### config.mk
export PLATFORM = sky130hd
export DESIGN_NAME = pc_stack_unit
export DESIGN_NICKNAME = d
export VERILOG_FILES = /design/src/rtl/pc_stack_unit.sv
export SDC_FILE = /design/constraint.sdc
export NUM_CORES = 1
export LEC_CHECK = 0
export CAP_MARGIN = 0
export CORE_ASPECT_RATIO = 0.5
export CORE_MARGIN = 2
export CORE_UTILIZATION = 39
export CTS_CLUSTER_SIZE = 8
export DETAILED_ROUTE_END_ITERATION = 6
export PLACE_DENSITY = 0.62
export SETUP_SLACK_MARGIN = 0.05
export SYNTH_ARGS = -nofsm -noshare
export SYNTH_HDL_FRONTEND = slang
export SYNTH_SLANG_ARGS = --single-unit
### constraint.sdc
create_clock -name Clk -period 3.4 [get_ports Clk]
set_input_delay 0.34 -clock Clk [delete_from_list [all_inputs] [get_ports Clk]]
set_output_delay 0.34 -clock Clk [all_outputs]
set_load 0.01 [all_outputs]
### src/rtl/pc_stack_unit.sv
// Program counter plus hardware return-address stack, driven by the
// active-low strobes from the sequence controller.
module pc_stack_unit #(
    parameter int DataWidth  = 16,
    parameter int StackDepth = 4
) (
    input  logic                 Clk,
    input  logic                 Reset,
    input  logic                 PC_Rst,
    input  logic                 PC_Inc,
    input  logic                 PC_Ld,
    input  logic [1:0]           PC_Src,
    input  logic                 BRA_Src,
    input  logic                 STK_Ld,
    input  logic                 STK_Pop,
    input  logic [DataWidth-1:0] IR,
    input  logic [DataWidth-1:0] Src1,
    output logic [DataWidth-1:0] PC_Out,
    output logic [DataWidth-1:0] StkTop,
    output logic                 Stk_Empty,
    output logic                 Stk_Full,
    output logic                 Stk_Err
);
    localparam int AW  = $clog2(StackDepth);
    localparam int SPW = AW + 1;
    localparam logic [SPW-1:0] DEPTH = SPW'(StackDepth);

    logic [DataWidth-1:0] r_pc;
    logic [DataWidth-1:0] r_stk [StackDepth];
    logic [SPW-1:0]       r_sp;
    logic                 r_empty, r_full, r_err;

    logic [DataWidth-1:0] w_off, w_bra, w_tgt, w_top;
    logic [AW-1:0]        w_topidx, w_widx;
    logic [SPW-1:0]       w_sp_nxt;
    logic                 w_empty, w_full, w_we, w_err_set;
    logic                 w_unused;

    // Only IR[9:0] carries the branch offset.
    assign w_unused = ^IR[DataWidth-1:10];

    assign w_empty  = (r_sp == '0);
    assign w_full   = (r_sp == DEPTH);
    assign w_topidx = r_sp[AW-1:0] - AW'(1);
    assign w_top    = w_empty ? '0 : r_stk[w_topidx];

    assign w_off = {{(DataWidth-10){IR[9]}}, IR[9:0]};
    assign w_bra = r_pc + w_off;

    always_comb begin
        w_tgt = r_pc;
        case (PC_Src)
            2'b00:   w_tgt = BRA_Src ? w_bra : Src1;
            2'b01:   w_tgt = w_top;
            2'b10:   w_tgt = Src1;
            default: w_tgt = r_pc;
        endcase
    end

    // Push/pop decode; a simultaneous push+pop overwrites the top in place.
    always_comb begin
        w_sp_nxt  = r_sp;
        w_we      = 1'b0;
        w_widx    = r_sp[AW-1:0];
        w_err_set = 1'b0;
        case ({STK_Ld, STK_Pop})
            2'b01: begin
                if (w_full) w_err_set = 1'b1;
                else begin
                    w_we     = 1'b1;
                    w_sp_nxt = r_sp + SPW'(1);
                end
            end
            2'b10: begin
                if (w_empty) w_err_set = 1'b1;
                else w_sp_nxt = r_sp - SPW'(1);
            end
            2'b00: begin
                if (w_empty) w_err_set = 1'b1;
                else begin
                    w_we   = 1'b1;
                    w_widx = w_topidx;
                end
            end
            default: ;
        endcase
    end

    always_ff @(posedge Clk) begin
        if (!Reset) begin
            r_pc    <= '0;
            r_sp    <= '0;
            r_empty <= 1'b1;
            r_full  <= 1'b0;
            r_err   <= 1'b0;
        end else begin
            if (!PC_Rst)      r_pc <= '0;
            else if (!PC_Ld)  r_pc <= w_tgt;
            else if (!PC_Inc) r_pc <= r_pc + DataWidth'(1);
            r_sp    <= w_sp_nxt;
            r_empty <= (w_sp_nxt == '0);
            r_full  <= (w_sp_nxt == DEPTH);
            if (w_err_set) r_err <= 1'b1;
        end
    end

    // Stack contents are not reset; SP alone defines validity.
    always_ff @(posedge Clk) begin
        if (Reset && w_we) r_stk[w_widx] <= r_pc;
    end

    assign PC_Out    = r_pc;
    assign StkTop    = w_top;
    assign Stk_Empty = r_empty;
    assign Stk_Full  = r_full;
    assign Stk_Err   = r_err;
endmodule

# Word level (Yosys, flattened, before mapping)
# Memory sizes are Yosys's and may differ from the RTL's.
# Cells that the tools add are included.
[word_totals]
reg_bits = 22
latchBits = 0
ramBits = 64
romBits = 0
inputBits = 42
out_inout_bits = 35
elab_cells = 45
memories = 1
[memory_table]
columns = ["memory", "words", "word_bits", "rd", "rd_clocked_by_memory_dff", "write_ports", "line", "source"]
rows = [
  ["r_stk", 4, 16, 1, 0, 1, "29", "logic [DataWidth-1:0] r_stk [StackDepth];"],
]
[classes]
n_addsub = 5
mul = 0
div = 0
magnitude_cmp = 0
n_eq_ne = 7
shift = 0
mux = 18
bitwise_logic = 0
reduce_logical = 9
[ops]
columns = ["operator", "n"]
rows = [
  ["$mux 16", 4],
  ["$pmux 16 s3", 1],
  ["$add 16x1->16 const B", 1],
  ["$add 16x16->16", 1],
  ["$eq 3x3->1 const B", 2],
  ["$logic_not 3->1", 2],
  ["$mux 1", 6],
  ["$mux 3", 2],
  ["$pmux 3 s2", 1],
  ["$eq 2x1->1 const B", 2],
  ["$eq 2x2->1 const B", 2],
  ["$logic_not 2->1", 2],
  ["$mux 2", 2],
  ["$pmux 1 s2", 2],
  ["$reduce_and 2->1", 2],
  ["$reduce_bool 4->1", 1],
  ["$add 3x1->3 const B", 1],
  ["$sub 3x1->3 const B", 1],
  ["$ne 2x2->1 const B", 1],
  ["$reduce_or 2->1", 1],
  ["$sub 2x1->2 const B", 1],
  ["$logic_and 1x1->1", 1],
]

# Logic depth before layout (Yosys ltp)
[logic_depth]
ltp_word = 6
mapped_depth = 12
depth_no_buf = 8

# Least setup slack after synthesis
# Ideal clock, no wire load.
[synth_path]
path_kind = "register -> register"
startpoint = "reg r_sp[0]"
endpoint = "mem r_stk[2][0], enable pin"
setup_time_ns = 0.388
arrival_time_ns = 2.546
t_required_ns = 3.012
setup_slack_ns = 0.466
path_stages_with_launch = 12
n_path_buf = 4
period_less_slack_ns = 2.934
path_cell_list = "dfxtp_1 > buf_6 > buf_6 > buf_2 > inv_1 > ha_1 > nand2b_2 > clkbuf_1 > or3_1 > o221ai_1 > nand2_1 > nor2_1"
[synth_via]
elab_chain_cells = 6
word_cells_on_any_way = 11
classes_between = "add/sub (1); eq/ne (1); mux (7); reduce/logical (2)"
[synth_rtl]
columns = ["item", "line", "source"]
rows = [
  ["start: declaration", "30", "logic [SPW-1:0] r_sp;"],
  ["start signal: assignment", "100", "r_sp <= w_sp_nxt;"],
  ["$eq 3x3->1 or $logic_not 3->1 (tied branches)", "43, 42", ""],
  ["$mux 1 (on tied branches)", "68, 79", ""],
  ["$pmux 1 s2", "66", "case ({STK_Ld, STK_Pop})"],
  ["$logic_and 1x1->1", "109", "if (Reset && w_we) r_stk[w_widx] <= r_pc;"],
  ["$mux 1", "109", ""],
  ["$mux 1 (implied by the code)", "109", ""],
  ["end: declaration", "29", ""],
]
# Several ways; a longest one is shown, not always the timed one.

# Worst setup path in the final report
[layout_path]
startpoint = "reg r_sp[1]"
endpoint = "out StkTop[8]"
[layout_via]
elab_chain_cells = 3
word_cells_on_any_way = 4
classes_between = "add/sub (1); mux (1); reduce/logical (1); memory (1)"
[layout_rtl]
columns = ["item", "line", "source"]
rows = [
  ["$sub 2x1->2", "44", "assign w_topidx = r_sp[AW-1:0] - AW'(1);"],
  ["$mem_v2 4x16", "-", ""],
  ["$mux 16 *", "45", "assign w_top = w_empty ? '0 : r_stk[w_topidx];"],
  ["end: declaration", "19", "output logic [DataWidth-1:0] StkTop,"],
]
# Mark *: on every way between the ends. The rest lies on a longest branch, timed or not.

==> results.json <==
{
  "top_usage_layer": "met2",
  "grt_pass1_wl_um": 23300,
  "p_leak_nw": 2.40,
  "finalCriticalPeriod_ns": 2.98,
  "multiInputGateArea_mm2": 0.00278,
  "setup_viol": 0,
  "rsz0062_at_grt": "no",
  "synth_area_leaders": "edfxtp_1, dfxtp_1, ha_1, mux4_1, a21oi_1",
  "avgSynthCellArea_um2": 10.5,
  "tightest_slew_ns": 0.726,
  "synthesis.nets": 580,
  "dieHeight_um": 87.0,
  "reg2regPathDepth": 7,
  "synthToLayoutAreaGrowth_pct": 22.6,
  "max_slew_margin_pct": 51.5,
  "synth-async-reset-ratio_pct": 0,
  "drt_iter0_markers": 387,
  "yosys_warnings": 0,
  "n_fill_cell": 1219,
  "vias": 4429,
  "fin_nets": 654,
  "grt_util_all_layers_pct": 20.9,
  "routed_wl_um": 14800,
  "grt_overflow": 0,
  "crit_type": "reg2out",
  "post-route-period-util_pct": 87.7,
  "fin_tns_setup_ns": 0,
  "grt_use_met3_pct": 3.41,
  "hold_path_class": "reg2reg",
  "final.setup_skew_ns": 0.0114,
  "syn_area_mm2": 0.00538,
  "antenna_found_initial": 0,
  "grtUsageMet2_pct": 31.7,
  "crit_required_ns": 3.06,
  "gp_congestion": 0.865,
  "ys_types": 73,
  "cts_resized": 0,
  "ys_top_cells_by_count": "edfxtp_1, nand2_1, a21oi_1, o21ai_0, ha_1",
  "synth_most_common_cell": "edfxtp_1",
  "rows": 30,
  "setup_slack_ns": 0.417,
  "antenna_cells": 0,
  "synth.top_cell.area_share_pct": 35.7,
  "ios": 77,
  "drcViolationCount": 0,
  "dp_hpwl_um": 10700,
  "grt_max_degree": 26,
  "start_util_pct": 39.8,
  "cts_max_path_buffers": 2,
  "yosysSeqAreaShare_pct": 43.9,
  "die_area_mm2": 0.0148,
  "ff_latch_area_mm2": 0.00236,
  "drtAntennaViolNets": 0,
  "status": "finished clean",
  "grt_pass1_vias": 4131,
  "vdd_drop_max_mv": 0.265,
  "cts.clk_slew.worst_paths_ns": 0.06,
  "cts_tree": "built",
  "p_total_w": 0.00270,
  "cp_max_fo": 13,
  "first_pass_iters": 5,
  "crit_arrival_ns": 2.64,
  "avgRoutedWirePerCell_um": 19.3,
  "core_mm2": 0.0135,
  "h-tree-depth": 3,
  "die_w_um": 170,
  "cts_root_buf": "clkbuf_16",
  "crit_path_end_kind": "output port",
  "fmax_mhz": 335,
  "drive_gt1_share_pct": 9.49,
  "cts_hold_buf": 0,
  "slew_violations": 0,
  "synth-seq-cells": 86,
  "port_buffers": 70,
  "synthCells": 511,
  "power_density_mw_per_mm2": 410,
  "use_met1_pct": 31.1,
  "clock-sinks": 86,
  "crit_path_start_kind": "flop",
  "min_path_cells": 1,
  "ys.flop_type": "edfxtp_1",
  "synth_top_area_cell": "edfxtp_1",
  "postCtsSetupRepairBufs": 0,
  "cts_buffers": 9,
  "cap_violations": 0,
  "hold_viol_final": 0,
  "synth-edff-count": 64,
  "avgViaCountPerCell": 5.78,
  "clk_latency_ns": 0.35,
  "preCtsSetupSlack_ns": 0.591
}
[cell type report]
cell class | instances | area share [%]
well taps | 176 | 3.34
clock inverters | 7 | 1.58
repair buffers | 88 | 12.7
inverters | 18 | 1.02
flip-flops and latches | 86 | 35.8
multi-input cells | 382 | 42.1
clock buffers | 9 | 3.42
[where the power goes]
group	switching [W]	internal [W]	total, W
logic	0.000241	0.000198	0.000438
clock network	0.000433	0.000654	0.00109
registers	0.0000287	0.00115	0.00118
[critical path, cell delays in order (launching register included)]
cell and delay [ns]:
dfxtp_1 0.36, inv_1 0.09, ha_1 0.50, buf_4 0.29, mux4_2 0.37, and2_1 0.21, clkdlybuf4s50_1 0.48
[per-layer routing]
metal  part of all wire, %  routed length, um
met4                   1.3                187
met2                    43               6410
met3                   5.4                804
met1                    50               7370
met5                     0                  0
[registers in the layout (all words and copies together), names as in the netlist]
signal,count
PC_Out,16
Stk_Empty,1
Stk_Err,1
Stk_Full,1
r_sp,3
r_stk,64
[cell usage in the layout (no fill, tap or decap), drive strengths merged, types with 7 or more instances in the layout]
master / count
nand3: 17
and2: 17
dfxtp: 22
edfxtp: 64
a21o: 8
and3: 7
nand2: 52
clkbuf: 9
mux4: 15
ha: 26
a221oi: 7
xnor2: 10
buf: 18
nor2: 25
a211oi: 8
nor3: 17
clkdlybuf4s50: 70
a21oi: 39
o21ai: 32
mux2i: 7
a31oi: 8
inv: 20
[per-stage QoR]
step                hold WS (ns)  instance area, um2  util [%]  std cells
global route               0.476                6590      48.8        766
global placement           0.450                6260      46.4        750
CTS                        0.469                6590      48.8        766
finish                     0.464                6590      48.8        766
detailed placement         0.454                6260      46.4        750
floorplan                  0.432                5380         -        511
[worst paths after layout]
check,startpoint,endpoint,slack (ns)
setup / recovery,r_sp[1],StkTop[8],0.42
hold / removal,Stk_Err,Stk_Err,0.46
setup reg to reg,PC_Out[4],PC_Out[13],0.67
hold reg to reg,Stk_Err,Stk_Err,0.46
[cell families (layout without fill, tap and decap cells)]
kind of cell	count (synthesis)	count (layout)	share of synthesized area, %
and+or+nand+nor	167	167	15.9
AOI/OAI and AO/OA	151	151	18.4
DFF	86	86	43.9
buffers and inverters	43	122	4.44
adders and majority gates	27	27	6.42
muxes	25	25	8.91
xor gates and xnor gates	12	12	1.95
Note: power is estimated with default switching activity, not from simulation.
==> edit 1, RTL diff (config.mk and constraints unchanged) <==
Register the output `Stk_Err` once more, without a reset; this adds one clock of latency there. The other outputs are not delayed to match.
--- a/src/rtl/pc_stack_unit.sv
+++ b/src/rtl/pc_stack_unit.sv
@@ -113,6 +113,8 @@
     assign StkTop    = w_top;
     assign Stk_Empty = r_empty;
     assign Stk_Full  = r_full;
-    assign Stk_Err   = r_err;
+    always_ff @(posedge Clk) begin
+        Stk_Err <= r_err;
+    end
 endmodule
 
Function: changed (Yosys sat finds a counterexample within 4 cycles, from zero or initial values and one cycle with Reset low).
==> edit 1 against the unedited design <==
  * Clock power fell by 12%
  * Register-to-register slack improved by 0.06 ns
  * Wire length rose by 0.93%
  * Setup slack improved by 0.13 ns
  * Combinational power rose by 2%
  * Area after synthesis rose by 0.37%
  * First-iteration DRC count rose by 1.0%
  * Critical endpoint is now StkTop[6]
  * Sequential cell count rose by 1
  * Critical path depth did not move
  * Final area rose by 0.13%
  * Global-route usage barely moved
  * Total power fell by 4.0%
  * Highest routed layer unchanged
  * Maximum frequency rose by 4.7%
==> edit 1: results <==
[sta]
skew_ns = 0.00797
worst_pin_slew_ns = 0.646
max_clock_freq_mhz = 351

[yosys]
synth-compound-area-share_pct = 18.4
ys_seq_area_share_pct = 44.1
synth_fa_ha_area_share_pct = 6.40
ys_warn_count = 0
synth_mux_area_share_pct = 8.88
synth_xor_area_share_pct = 1.95
syn_nets = 581
synthTopCellsByArea = "edfxtp_1, dfxtp_1, ha_1"

[final_layout]
drive_above_1_share_pct = 9.12
nNetsFinal = 656
largest_reg_flops = 64
antenna_cells = 0

[clock_network]
numCtsBuffers = 9
cts-resized-gates = 0

[status]
status = "complete, no violations"

[global_routing]
met2_usage_pct = 32.4
grt_pass1_vias = 4252
met3_usage_pct = 4.68
grt_pass1_wl_um = 23500
gr-usage-all-layers_pct = 21.0
globalRouteMet1Util_pct = 30.5

[critical_path]
arrival_ns = 2.51
r2r_slack_ns = 0.73
cp_top_family = "buffers and inverters"
crit_path_top_delay_cell = "clkdlybuf4s50_1"
worstPathMaxFanout = 12
cpPeakStageDelay_ns = 0.47

[pwr]
pwr.group.clock_mw = 0.960
vdd.ir_drop.worst_v = 0.000263
p_leak_nw = 2.39
pg_comb_mw = 0.446
p_total_mw = 2.59
p_sw_share_pct = 25.8

[hold_path]
min_path_type = "reg2reg"

[placement]
dpl_worst_slack_ns = 0.584
dp_hpwl_um = 10700
gp_congestion = 0.897

[routing]
dr_wl_met3_um = 1110
wl_met1_um = 7120
drtIter0Drc = 391
wirelength_um = 14900
wl_met2_um = 6590
vias = 4479
## edit 1: final cells by class
class	instances	area (um2)
repair buffers	89	843
multi-input cells	382	2780
fillers	1271	6950
flip-flops and latches	87	2380
clock buffers	10	229
clock inverters	6	61.3
well taps	192	240
inverters	18	67.6
## edit 1: path summary, 6_finish.rpt
kind	start	end	depth (start not counted)
max reg2reg	r_sp[0]$_SDFF_PN0_	PC_Out[13]$_SDFFE_PN0P_	9
min reg2reg	r_err$_SDFFE_PN0P_	Stk_Err$_DFF_P_	0
max	r_sp[1]$_SDFF_PN0_	StkTop[6]	6
min	r_err$_SDFFE_PN0P_	Stk_Err$_DFF_P_	0
## edit 1: through the flow
step,std cells,hold WS [ns],instance area (um2),util [%]
after detailed placement,768,0.342,6310,46.6
after global routing,784,0.361,6600,48.7
after floorplan,512,0.331,5400,-
after CTS,784,0.354,6600,48.7
final,784,0.352,6600,48.7
after global placement,768,0.337,6310,46.6
==> edit 2, RTL diff (same flow settings) <==
Made on the original files. `StackDepth`: 4 -> 2.
--- a/src/rtl/pc_stack_unit.sv
+++ b/src/rtl/pc_stack_unit.sv
@@ -2,7 +2,7 @@
 // active-low strobes from the sequence controller.
 module pc_stack_unit #(
     parameter int DataWidth  = 16,
-    parameter int StackDepth = 4
+    parameter int StackDepth = 2
 ) (
     input  logic                 Clk,
     input  logic                 Reset,
Behaviour: not the same (a bounded check fails within 4 cycles, from zero or initial values and one cycle with Reset low).
==> edit 2 against the unedited design <==
  * Setup slack improved by 0.35 ns
  * Wire length decreased by 21%
  * Worst hold slack about the same
  * Final area decreased by 26%
  * Total power decreased by 36%
  * Sequential cell count decreased by 33
  * Area after synthesis decreased by 28%
  * Synthesized cell count decreased by 16%
  * Critical endpoint unchanged
  * Highest routed layer unchanged
==> edit 2: results <==
[clock_network]
cts-resized-gates = 0
numCtsBuffers = 5
clkLatencyLatePin_ns = 0.29
cts_htree_levels = 2

[final_layout]
fillers = 906
clk_share_pct = 2.96
sh_seq_area_pct = 28.4
buffers_excl_clock = 82
largest_reg_flops = 32
multi_input_area_um2 = 2330
clock_buffers = 6
inverters = 13
nMultiInputCombCells = 341
area_growth_pct = 26.0
drive_above_1_share_pct = 5.03
area_share_nonclk_buffers_pct = 16.3
nNetsFinal = 567

[critical_path]
worstPathMaxFanout = 17
crit_path_top_delay_cell = "clkdlybuf4s50_1"
arrival_ns = 2.29
cpPeakStageDelay_ns = 0.59

[placement]
dp_hpwl_um = 8700
gp_congestion = 0.876
dpl_worst_slack_ns = 0.478
place_inst = 624
dpl_cell_area_um2 = 4720

[global_routing]
met2_usage_pct = 30.9
grt_pass1_vias = 3174
grt_max_degree = 26
grt_pass1_wl_um = 17600
globalRouteMet1Util_pct = 34.8
gr-usage-all-layers_pct = 21.8
met3_usage_pct = 4.12

[routing]
post_drt_wl_per_cell_um = 18.4
wirelength_um = 11600
vias_per_cell = 5.82

[status]
status = "complete, no violations"

[pwr]
p_leak_nw = 1.79
vdd.ir_drop.worst_v = 0.000215

[sta]
skew_ns = 0.00887
slew_headroom_pct = 44.6

[yosys]
synthTopCellsByArea = "edfxtp_1, dfxtp_1, ha_1"
ys_ff_latch = 53
synth_mux_area_share_pct = 5.78
syn_nets = 501
synth_fa_ha_area_share_pct = 9.60
ys_seq_area_share_pct = 35.8
syn_area_per_cell_um2 = 8.97
synth-compound-area-share_pct = 24.6
synth.distinct_cells = 63
synth.top_cells.by_count = "nor2_1, a21oi_1, nand2_1, edfxtp_1, ha_1"
synth_xor_area_share_pct = 2.04
synth_edf_count = 32

[die]
num_tap_cells = 135
[edit 2: per-layer routing]
metal  part of all wire (%)  wire length (um)
met1                     51              5910
met2                     41              4780
met3                    7.4               860
met4                   0.56                65
met5                      0                 0
[edit 2: worst paths after layout]
| check | depth (start not counted) | start | slack [ns] | endpoint |
|---|---|---|---|---|
| setup reg to reg | 8 | PC_Out[0]$_SDFFE_PN0P_ | 0.80 | PC_Out[12]$_SDFFE_PN0P_ |
| setup / recovery | 5 | r_sp[1]$_SDFF_PN0_ | 0.77 | StkTop[8] |
| hold / removal | 1 | Stk_Err$_SDFFE_PN0P_ | 0.46 | Stk_Err$_SDFFE_PN0P_ |
| hold reg to reg | 1 | Stk_Err$_SDFFE_PN0P_ | 0.46 | Stk_Err$_SDFFE_PN0P_ |
[edit 2: report_power, final]
| group | switching (mW) | internal, mW | total [mW] |
|---|---|---|---|
| logic | 0.265 | 0.213 | 0.478 |
| clock network | 0.237 | 0.274 | 0.511 |
| registers | 0.0260 | 0.709 | 0.735 |
